[config.mk]
export PLATFORM = sky130hd
export DESIGN_NAME = clock_boundary_tx
export DESIGN_NICKNAME = d
export VERILOG_FILES = /design/src/rtl/clock_boundary_tx_pkg.sv /design/src/rtl/clock_boundary_tx_fifo.sv /design/src/rtl/clock_boundary_tx.sv
export SDC_FILE = /design/constraint.sdc
export NUM_CORES = 1
export LEC_CHECK = 0
export CAP_MARGIN = 20
export CORE_MARGIN = 2
export CORE_UTILIZATION = 50
export DETAILED_ROUTE_END_ITERATION = 10
export PLACE_DENSITY = 0.75
export SLEW_MARGIN = 20
export SYNTH_ARGS = -nofsm -noshare
export SYNTH_HDL_FRONTEND = slang
export SYNTH_SLANG_ARGS = --single-unit
[constraint.sdc]
create_clock -name clk -period 3.9 [get_ports clk]
set_clock_uncertainty 0.2 [all_clocks]
set_input_delay 0.78 -clock clk [delete_from_list [all_inputs] [get_ports clk]]
set_output_delay 0.78 -clock clk [all_outputs]
set_load 0.05 [all_outputs]
[src/rtl/clock_boundary_tx_pkg.sv]
// Shared constants and types for the hring clock-boundary transmit side.
// Link width matches the receiver's control_w port.
package clock_boundary_tx_pkg;

  localparam int CONTROL_W       = 128;
  localparam int FLIT_VALID_BIT  = CONTROL_W - 1;
  localparam int DEFAULT_DEPTH   = 4;
  localparam int DEFAULT_CREDITS = 4;

  // Decoded from {credit_i, send}; a return and a spend in the same cycle cancel.
  typedef enum logic [1:0] {
    CR_HOLD   = 2'b00,
    CR_SPEND  = 2'b01,
    CR_RETURN = 2'b10,
    CR_BOTH   = 2'b11
  } credit_op_e;

endpackage

[src/rtl/clock_boundary_tx_fifo.sv]
// boundary_fifo: synchronous DEPTH x WIDTH FIFO with a combinational head.
// Full/empty come from an occupancy counter so pointers can wrap naturally.
module boundary_fifo
  import clock_boundary_tx_pkg::*;
#(
  parameter int WIDTH = CONTROL_W,
  parameter int DEPTH = DEFAULT_DEPTH
) (
  input  logic                       clk,
  input  logic                       rst,
  input  logic                       push,
  input  logic                       pop,
  input  logic [WIDTH-1:0]           wdata,
  output logic [WIDTH-1:0]           rdata,
  output logic                       full,
  output logic                       empty,
  output logic [$clog2(DEPTH+1)-1:0] occupancy
);

  localparam int AW = $clog2(DEPTH);
  localparam int OW = $clog2(DEPTH+1);

  logic [WIDTH-1:0] mem [DEPTH];
  logic [AW-1:0]    wr_ptr;
  logic [AW-1:0]    rd_ptr;
  logic             wr_en;
  logic             rd_en;

  assign full  = (occupancy == OW'(DEPTH));
  assign empty = (occupancy == '0);
  assign wr_en = push & ~full;
  assign rd_en = pop & ~empty;
  assign rdata = mem[rd_ptr];

  // Storage carries no reset; only pointers and occupancy define validity.
  always_ff @(posedge clk) begin
    if (wr_en) mem[wr_ptr] <= wdata;
  end

  always_ff @(posedge clk or negedge rst) begin
    if (!rst) begin
      wr_ptr    <= '0;
      rd_ptr    <= '0;
      occupancy <= '0;
    end else begin
      if (wr_en) wr_ptr <= wr_ptr + AW'(1);
      if (rd_en) rd_ptr <= rd_ptr + AW'(1);
      case ({wr_en, rd_en})
        2'b10:   occupancy <= occupancy + OW'(1);
        2'b01:   occupancy <= occupancy - OW'(1);
        default: occupancy <= occupancy;
      endcase
    end
  end

endmodule

[src/rtl/clock_boundary_tx.sv]
// Transmit side of the hring clock-boundary link: buffers ring-stop flits and
// launches at most one per cycle onto a registered link, gated by receiver credits.
module clock_boundary_tx
  import clock_boundary_tx_pkg::*;
#(
  parameter int WIDTH   = CONTROL_W,
  parameter int DEPTH   = DEFAULT_DEPTH,
  parameter int CREDITS = DEFAULT_CREDITS
) (
  input  logic                         clk,
  input  logic                         rst,
  input  logic [WIDTH-1:0]             in_flit,
  input  logic                         in_valid,
  output logic                         in_ready,
  output logic [WIDTH-1:0]             port0_co,
  input  logic                         credit_i,
  output logic [$clog2(CREDITS+1)-1:0] credit_cnt,
  output logic [$clog2(DEPTH+1)-1:0]   occupancy,
  output logic                         err_credit
);

  localparam int CW = $clog2(CREDITS+1);

  logic             push;
  logic             send;
  logic             full;
  logic             empty;
  logic [WIDTH-1:0] head;
  logic [WIDTH-1:0] launch;
  credit_op_e       credit_op;

  boundary_fifo #(
    .WIDTH (WIDTH),
    .DEPTH (DEPTH)
  ) u_fifo (
    .clk       (clk),
    .rst       (rst),
    .push      (push),
    .pop       (send),
    .wdata     (in_flit),
    .rdata     (head),
    .full      (full),
    .empty     (empty),
    .occupancy (occupancy)
  );

  // in_ready reflects occupancy before the edge, so a pop never frees a slot early.
  assign in_ready = ~full;
  assign push     = in_valid & ~full;
  assign send     = ~empty & (credit_cnt != '0);

  always_comb begin
    launch            = head;
    launch[WIDTH-1]   = 1'b1;
    credit_op         = credit_op_e'({credit_i, send});
  end

  always_ff @(posedge clk or negedge rst) begin
    if (!rst) begin
      credit_cnt <= CW'(CREDITS);
      err_credit <= 1'b0;
      port0_co   <= '0;
    end else begin
      case (credit_op)
        CR_RETURN: begin
          if (credit_cnt == CW'(CREDITS)) err_credit <= 1'b1;
          else                            credit_cnt <= credit_cnt + CW'(1);
        end
        CR_SPEND: credit_cnt <= credit_cnt - CW'(1);
        default:  credit_cnt <= credit_cnt;
      endcase
      // Bubble on every idle cycle so the receiver never sees stale data.
      port0_co <= send ? launch : '0;
    end
  end

endmodule

# [Yosys cells after proc, flatten, opt, wreduce, memory -nomap -nowiden]
# Memories as Yosys holds them, arrays and structs flattened.
# Cells that the tools add are included.
[totals] regBits=139 latch_bits=0 mem_bits_rw=512 rom_bits=0 input_bits=132 output_inout_bits=136 elab_cells=38 memories=1
[classes] addsub=6 n_mul=0 n_div=0 n_lt_le_gt_ge=0 n_eq_ne=7 shifts=0 n_mux=6 n_bitwise=6 reduce_logical=6
[mem_list] memory="u_fifo.mem" words=4 word_bits=128 rd=1 rd_ports_with_merged_regs=0 write_ports=1 line="clock_boundary_tx_fifo.sv:23" rtl="logic [WIDTH-1:0] mem [DEPTH];"
[op_table] operator="two-way mux 128 bit" n=1
[op_table] operator="case mux 3 bit (2 select lines)" n=2
[op_table] operator="adder 3 x 1 -> 3 bit (second input constant)" n=2
[op_table] operator="== test 3 bit (second input constant)" n=2
[op_table] operator="subtractor 3 x 1 -> 3 bit (second input constant)" n=2
[op_table] operator="adder 2 x 1 -> 2 bit (second input constant)" n=2
[op_table] operator="AND 1 bit" n=4
[op_table] operator="== test 2 x 1 -> 1 bit (second input constant)" n=2
[op_table] operator="== test 2 bit (second input constant)" n=2
[op_table] operator="AND reduction 2 bit" n=2
[op_table] operator="nonzero test 2 bit" n=2
[op_table] operator="logical NOT 3 bit" n=1
[op_table] operator="two-way mux 3 bit" n=1
[op_table] operator="nonzero test 3 bit" n=1
[op_table] operator="two-way mux 1 bit" n=2
[op_table] operator="inequality test 2 bit (second input constant)" n=1
[op_table] operator="inverter 1 bit" n=2

# [Depth between registers and ports, before layout]
# Gate-level depths: netlist of run 1.
[logic_depth] depth_word=6 depth_mapped=9 depth_no_buf=9

# [Cells and area by module]
# A second synthesis of run 1 with hierarchy kept.
[hier_totals] cells_unflattened=1015 hier_area_um2=23404.9
[modules_own_cells] mod="boundary_fifo" n_inst=1 cells_per_inst=706 area_per_inst_um2=18885.6 seq_area_each_um2=15549.9
[modules_own_cells] mod="clock_boundary_tx" n_inst=1 cells_per_inst=309 area_per_inst_um2=4519.3 seq_area_each_um2=3304.4

# [Least setup slack after synthesis of run 1]
# No wires, ideal clock.
[synth_path] kind="reg2reg" startpoint="reg u_fifo.occupancy[0]" endpoint="mem u_fifo.mem[0][0] in the netlist's numbering (enable)" setup_ns=0.502 arrival_ns=4.319 t_required_ns=3.198 slack_ns=-1.121 stages_incl_launch_ff=4 path_buffers=0 period_less_slack_ns=5.021 cell_sequence="dfrtp_1 > nor2_1 > nand2_1 > and3_1"
[synth_between] elab_chain_len=6
[synth_lines] item="start: declaration" line="clock_boundary_tx_fifo.sv:17" rtl="output logic [$clog2(DEPTH+1)-1:0] occupancy"
[synth_lines] item="start signal: assignment" line="clock_boundary_tx_fifo.sv:49" rtl="2'b10: occupancy <= occupancy + OW'(1);"
[synth_lines] item="start signal: assignment" line="clock_boundary_tx_fifo.sv:50" rtl="2'b01: occupancy <= occupancy - OW'(1);"
[synth_lines] item="start signal: assignment" line="clock_boundary_tx_fifo.sv:51" rtl="default: occupancy <= occupancy;"
[synth_lines] item="== test 3 bit *" line="clock_boundary_tx_fifo.sv:29" rtl="assign full = (occupancy == OW'(DEPTH));"
[synth_lines] item="inverter 1 bit *"
[synth_lines] item="named net in_ready" line="clock_boundary_tx.sv:14" rtl="output logic in_ready,"
[synth_lines] item="AND 1 bit" line="clock_boundary_tx.sv:49" rtl="assign push = in_valid & ~full;"
[synth_lines] item="AND 1 bit *" line="clock_boundary_tx_fifo.sv:31" rtl="assign wr_en = push & ~full;"
[synth_lines] item="two-way mux 1 bit *" line="clock_boundary_tx_fifo.sv:37" rtl="if (wr_en) mem[wr_ptr] <= wdata;"
[synth_lines] item="two-way mux 1 bit (not written as such) *" line="clock_boundary_tx_fifo.sv:37"
[synth_lines] item="end: declaration" line="clock_boundary_tx_fifo.sv:23"
# Mark *: on every way through the listed nets, which the timed path passes. The rest lies on a longest branch.

# [Worst setup path after layout of run 1]
[layout_path] startpoint="reg u_fifo.occupancy[0]" endpoint="out in_ready"
[layout_between] elab_chain_len=2
[layout_lines] item="== test 3 bit" line="clock_boundary_tx_fifo.sv:29"
[layout_lines] item="inverter 1 bit" line="clock_boundary_tx.sv:48" rtl="assign in_ready = ~full;"
[layout_lines] item="end: declaration" line="clock_boundary_tx.sv:14"
# Every way passes these cells.

==> reports/metrics.csv, run 1 <==
stage,metric,value,unit
clock_tree,ctsRootBufferMaster,clkbuf_16,
floorplanning,row_count,78,
grt,grt_usage,0.190,
final_layout,fillerInstances,3037,
critical_path,endpoint,in_ready,
critical_path,start_kind,register,
critical_path,critPathLaunch,u_fifo.occupancy[0],
synthesis,syn-cell-area,23000,um2
grt,antenna_found_initial,4,
final_layout,layout_commonest_cell,edfxtp_1,
clock_tree,post_cts_resized,0,
grt,grt_pass1_wl,67600,um
placement,place_congestion,0.731,
clock_tree,cts_num_sinks,647,
critical_path,r2r_start,credit_cnt[2],
synthesis,avgSynthCellArea,23.1,um2
timing,tightestPinTransition,796,ps
timing,timing.hold.ws,5.92,ps
final_layout,drive_gt1_frac,0.192,
grt,grt_max_degree,77,
critical_path,cp.required,2920,ps
critical_path,rr_endpoint,port0_co[35],
timing,relSlewSlack,0.470,
final_layout,nets,1453,
synthesis,syn_nets,1137,
clock_tree,htree_levels,2,
critical_path,end_kind,primary output,
placement,hpwlAfterDp,26000,um
clock_tree,cts_buffers,61,
grt,grt_pass1_vias,11488,
critical_path,worstPathMaxFanout,6,
power,vdd_ir_drop_max,0.000663,V
timing,setup_viol,0,
clock_tree,post_cts_buffers,0,
final_layout,layout_common_cells,"edfxtp_1, clkdlybuf4s50_1, dfrtp_1, and2_1, mux4_2",
placement,port-buffer-count,266,
route,via_count,10523,
critical_path,crit_type,reg -> out,
synthesis,synth_cell_types,32,
synthesis,ys_seq_area_frac,0.814,
route,wl_per_cell,22.7,um
route,drt-pass1-iter-count,5,
power,power_density,855,nW/um2
route,drc,0,
route,drtIter0Drc,673,
floorplanning,die_area,47800,um2
power,leakagePower,0.00992,uW
timing,fin_crit,3130,ps
clock_tree,clkTransAtPathRegs,60,ps
floorplanning,start_util,0.507,
clock_tree,ctsHoldBuffers,0,
synthesis,synth-seq-cells,647,
timing,rsz0062_at_grt,false,
clock_tree,clock_tree.buffer_depth,3,
timing,fin_tns_setup,0,ps
floorplanning,die_x,219,um
clock_tree,cts_tree,yes,
grt,overflow,0,
timing,min_period_over_period,0.801,
run_status,outcome,"finished, final reports clean",
floorplanning,die_y,219,um
flow_run,maxCapViolations,0,
synthesis,synthCells,998,
timing,final_hold_viol_count,0,
floorplanning,core,45400,um2
critical_path,ff2ff_path_depth,5,
hold_path,worstHoldPathType,in -> async,
final_layout,synthToLayoutAreaGrowth,24.9,%
critical_path,r2r_slack,1270,ps
timing,fmax,0.320,GHz
route,vias_per_cell,5.34,
critical_path,cp_data_arrival_time,2150,ps
timing,drv_slew,0,
route,antenna_left,0,
floorplanning,ioPinCount,268,
clock_tree,clock_latency,610,ps
route,drt-total-wl,44700,um
synthesis,ys.warnings.count,0,
## cell families (layout without fill, tap and decap cells)
family | Yosys count | in the layout | share of synthesized area
xor gates and xnor gates | 8 | 8 | 0.00305
DFF | 647 | 647 | 0.814
and+or+nand+nor | 147 | 147 | 0.0394
AOI/OAI and AO/OA | 10 | 10 | 0.00315
other | 0 | 3 | 0
adders and majority gates | 7 | 7 | 0.00446
muxes | 129 | 129 | 0.125
buffers and inverters | 50 | 419 | 0.0105
## cell type report
class	instances	area (um2)	area share
Clock inverter	32	265	0.00923
Tap cell	600	751	0.0261
Antenna cell	3	7.51	0.000261
Clock buffer	84	1730	0.0600
Sequential cell	647	18700	0.652
Timing Repair Buffer	297	3160	0.110
Multi-Input combinational cell	301	4060	0.141
Inverter	6	22.5	0.000784
## through the flow
stage	setup slack (ps)	cell area (um2)	utilization	cells	power, uW
detailed placement	767	26700	0.589	1851	19100
floorplan	322	23000	-	998	16000
finish	775	28700	0.633	1970	24600
global placement	816	26700	0.589	1851	18900
CTS	715	28700	0.633	1967	24900
global route	665	28700	0.633	1967	25700
## routing by layer
layer | share of wire | global-route usage | vias to the layer above
li1 | - | - | 4608
met1 | 0.40 | 0.248 | 5533
met2 | 0.51 | 0.321 | 304
met3 | 0.069 | 0.0498 | 72
met4 | 0.021 | 0.0485 | 6
met5 | 0.00092 | 0 | -
## how the worst min path moves through the flow
stage,startpoint,cells past startpoint,endpoint
2_1_floorplan,rst,0,credit_cnt[0]
3_3_place_gp,err_credit,1,err_credit
3_5_place_dp,err_credit,1,err_credit
4_1_cts,rst,1,port0_co[14]
5_1_grt,rst,1,port0_co[16]
6_report,rst,1,port0_co[16]
## synthesized netlist by cell type
cell / n / share of area
edfxtp_1: 508 / 0.66
nor2b_1: 1 / 0.00027
a311oi_1: 1 / 0.00038
dfstp_2: 1 / 0.0011
and3_1: 4 / 0.0011
a21o_1: 1 / 0.00033
xor2_1: 3 / 0.0011
inv_1: 6 / 0.00098
a21oi_1: 2 / 0.00044
or3_1: 2 / 0.00054
and2_1: 128 / 0.035
clkbuf_1: 15 / 0.0024
a311o_1: 1 / 0.00044
o21ai_0: 1 / 0.00022
nor4b_1: 1 / 0.00038
buf_1: 10 / 0.0016
nor3_1: 1 / 0.00022
mux4_2: 127 / 0.12
mux2_2: 2 / 0.00098
a41o_1: 1 / 0.00044
nor2_1: 5 / 0.00082
o22ai_1: 2 / 0.00054
nand3b_1: 1 / 0.00033
a32oi_1: 1 / 0.00038
xnor2_1: 5 / 0.0019
ha_1: 5 / 0.0027
nor3_2: 1 / 0.00044
fa_1: 2 / 0.0017
buf_4: 12 / 0.0039
dfrtp_1: 138 / 0.15
buf_2: 7 / 0.0015
nand2_1: 3 / 0.00049
## state kept, by name, summed over array words and instances, names as in the netlist
register	flops
u_fifo.mem	508
credit_cnt	3
port0_co	128
u_fifo.wr_ptr	2
u_fifo.occupancy	3
u_fifo.rd_ptr	2
err_credit	1
## power breakdown
group / switching, uW / leakage (uW) / total [uW] / internal, uW
clock network: 2430 / 0.000982 / 5780 / 3350
registers: 665 / 0.00636 / 10000 / 9380
logic: 5150 / 0.00257 / 8740 / 3590
total: 8250 / 0.00992 / 24600 / 16300
## critical path, cell delays in order, from the launching register on
cell and delay [ps]:
dfrtp_1 480, nor2_1 80, nand2_1 170, clkdlybuf4s50_1 830
No activity file was read; power rests on OpenSTA's default activity.
==> run 2: changes to the inputs <==
- clock period: 3.9 -> 2.7 ns (I/O delays scaled with it)
==> run 2 against run 1 <==
Critical path depth down 2. Sequential power is 45% higher. Die area unchanged. Sequential share of layout area down 1.2 points. Via count grew 1.4%. First-iteration DRC count decreased by 4.3%. Final cell count increased by 1.4%. Critical path type unchanged.
==> reports/metrics.csv, run 2 (synthesized netlist as in run 1, its figures left out) <==
stage,metric,value,unit
run_status,outcome,"finished, final reports clean",
placement,hpwlAfterDp,26800,um
floorplanning,core,45400,um2
timing,final_hold_viol_count,0,
final_layout,finalInstanceArea,29300,um2
critical_path,crit_chain,clkdlybuf4s50_1,
route,drc,0,
floorplanning,die_x,219,um
critical_path,worstPathMaxFanout,5,
final_layout,utilization,0.646,
floorplanning,die_y,219,um
placement,placed_area,27000,um2
route,drt-total-wl,45100,um
final_layout,synthToLayoutAreaGrowth,27.3,%
grt,antenna_found_initial,7,
critical_path,start_kind,register,
grt,grt_pass1_vias,11414,
final_layout,layout_commonest_cell,edfxtp_1,
clock_tree,htree_levels,3,
route,via_count,10672,
route,drtIter0Drc,644,
power,leakagePower,0.0102,uW
timing,fin_crit,2590,ps
floorplanning,start_util,0.507,
final_layout,layout_common_cells,"edfxtp_1, clkdlybuf4s50_1, dfrtp_1, and2_1, mux4_2",
final_layout,drive_gt1_frac,0.216,
final_layout,fillerInstances,2999,
grt,grt_usage,0.194,
clock_tree,cts_buffers,67,
placement,port-buffer-count,266,
clock_tree,clock_tree.buffer_depth,3,
power,vdd_ir_drop_max,0.000882,V
route,vias_per_cell,5.34,
timing,tightestPinTransition,639,ps
timing,worst_slack,106,ps
critical_path,critPathTopFamily,buffers and inverters,
route,drt-pass1-iter-count,5,
timing,drv_slew,0,
clock_tree,cts_tree,yes,
critical_path,cp_data_arrival_time,1850,ps
critical_path,max_stage_delay,840,ps
hold_path,worstHoldPathType,reg -> reg,
grt,grt_max_degree,131,
power,power_density,1260,nW/um2
critical_path,crit_type,reg -> out,
critical_path,cp_slowest_cell,clkdlybuf4s50_1,
final_layout,reg_top3,"u_fifo.mem x508, port0_co x128",
final_layout,largest-register,u_fifo.mem,
floorplanning,ioPinCount,268,
clock_tree,cts_num_sinks,647,
timing,fin_tns_setup,0,ps
grt,overflow,0,
timing,rsz0062_at_grt,false,
placement,place_congestion,0.736,
route,wl_per_cell,22.6,um
final_layout,nets,1482,
clock_tree,clkTransAtPathRegs,60,ps
critical_path,path_buf_inv,1,
grt,grt_pass1_wl,68300,um
flow_run,maxCapViolations,0,
timing,min_period_over_period,0.961,
timing,relSlewSlack,0.574,
clock_tree,post_cts_buffers,0,
clock_tree,clock_latency,590,ps
floorplanning,row_count,78,
timing,fmax,0.386,GHz
placement,pre_cts_slack,61.5,ps
clock_tree,ctsRootBufferMaster,clkbuf_16,
floorplanning,die_area,47800,um2
critical_path,end_kind,primary output,
final_layout,largest_register_ffs,508,
timing,setup_viol,0,
critical_path,cp.required,1960,ps
route,antenna_left,0,
==> run 2: routing by layer <==
layer	routed length [um]	track usage	vias to the layer above	share of wire
li1	-	-	4664	-
met1	18600	0.260	5598	0.41
met2	22500	0.309	319	0.50
met3	3100	0.0582	81	0.069
met4	883	0.0580	10	0.020
met5	60	0	-	0.0013
==> run 2: final timing paths <==
kind,slack [ps],depth (start not counted),startpoint,end
max reg2reg,400,8,u_fifo.occupancy[2],credit_cnt[2]
max in group asynchronous,1320,3,rst,u_fifo.rd_ptr[1]
max,110,1,u_fifo.occupancy[2],occupancy[2]
min,260,1,err_credit,err_credit
min reg2reg,260,1,err_credit,err_credit
min in group asynchronous,270,2,rst,port0_co[23]
==> run 2: layout make-up <==
cell class	count	area (um2)	share of cell area
tap	600	751	0.0256
inverter	6	22.5	0.000769
timing repair buffer	320	3420	0.117
sequential	647	18700	0.640
clock inverter	26	263	0.00897
antenna	2	5.00	0.000171
multi-input combinational	301	4060	0.139
clock buffer	96	2020	0.0691
==> run 2: through the flow <==
step / std cells / hold WS (ps) / power (uW)
CTS: 1996 / 260 / 37300
global route: 1998 / 290 / 38400
global placement: 1873 / 255 / 27600
detailed placement: 1873 / 254 / 27800
finish: 1998 / 262 / 36800
floorplan: 998 / 44.4 / 23100
==> run 2: what timing repair did <==
item | in CTS | in global routing
hold endpoints to repair | 42 | 0
hold buffers | 1 | 0
gates resized for setup | 2 | 1
endpoints found under the setup margin | 2 | 1
pin swaps | 0 | 0
==> run 2: power by group <==
part	switching [uW]	internal [uW]	total, uW
clock network	3660	5700	9360
logic	7510	5410	12900
registers	946	13600	14500
total	12100	24700	36800
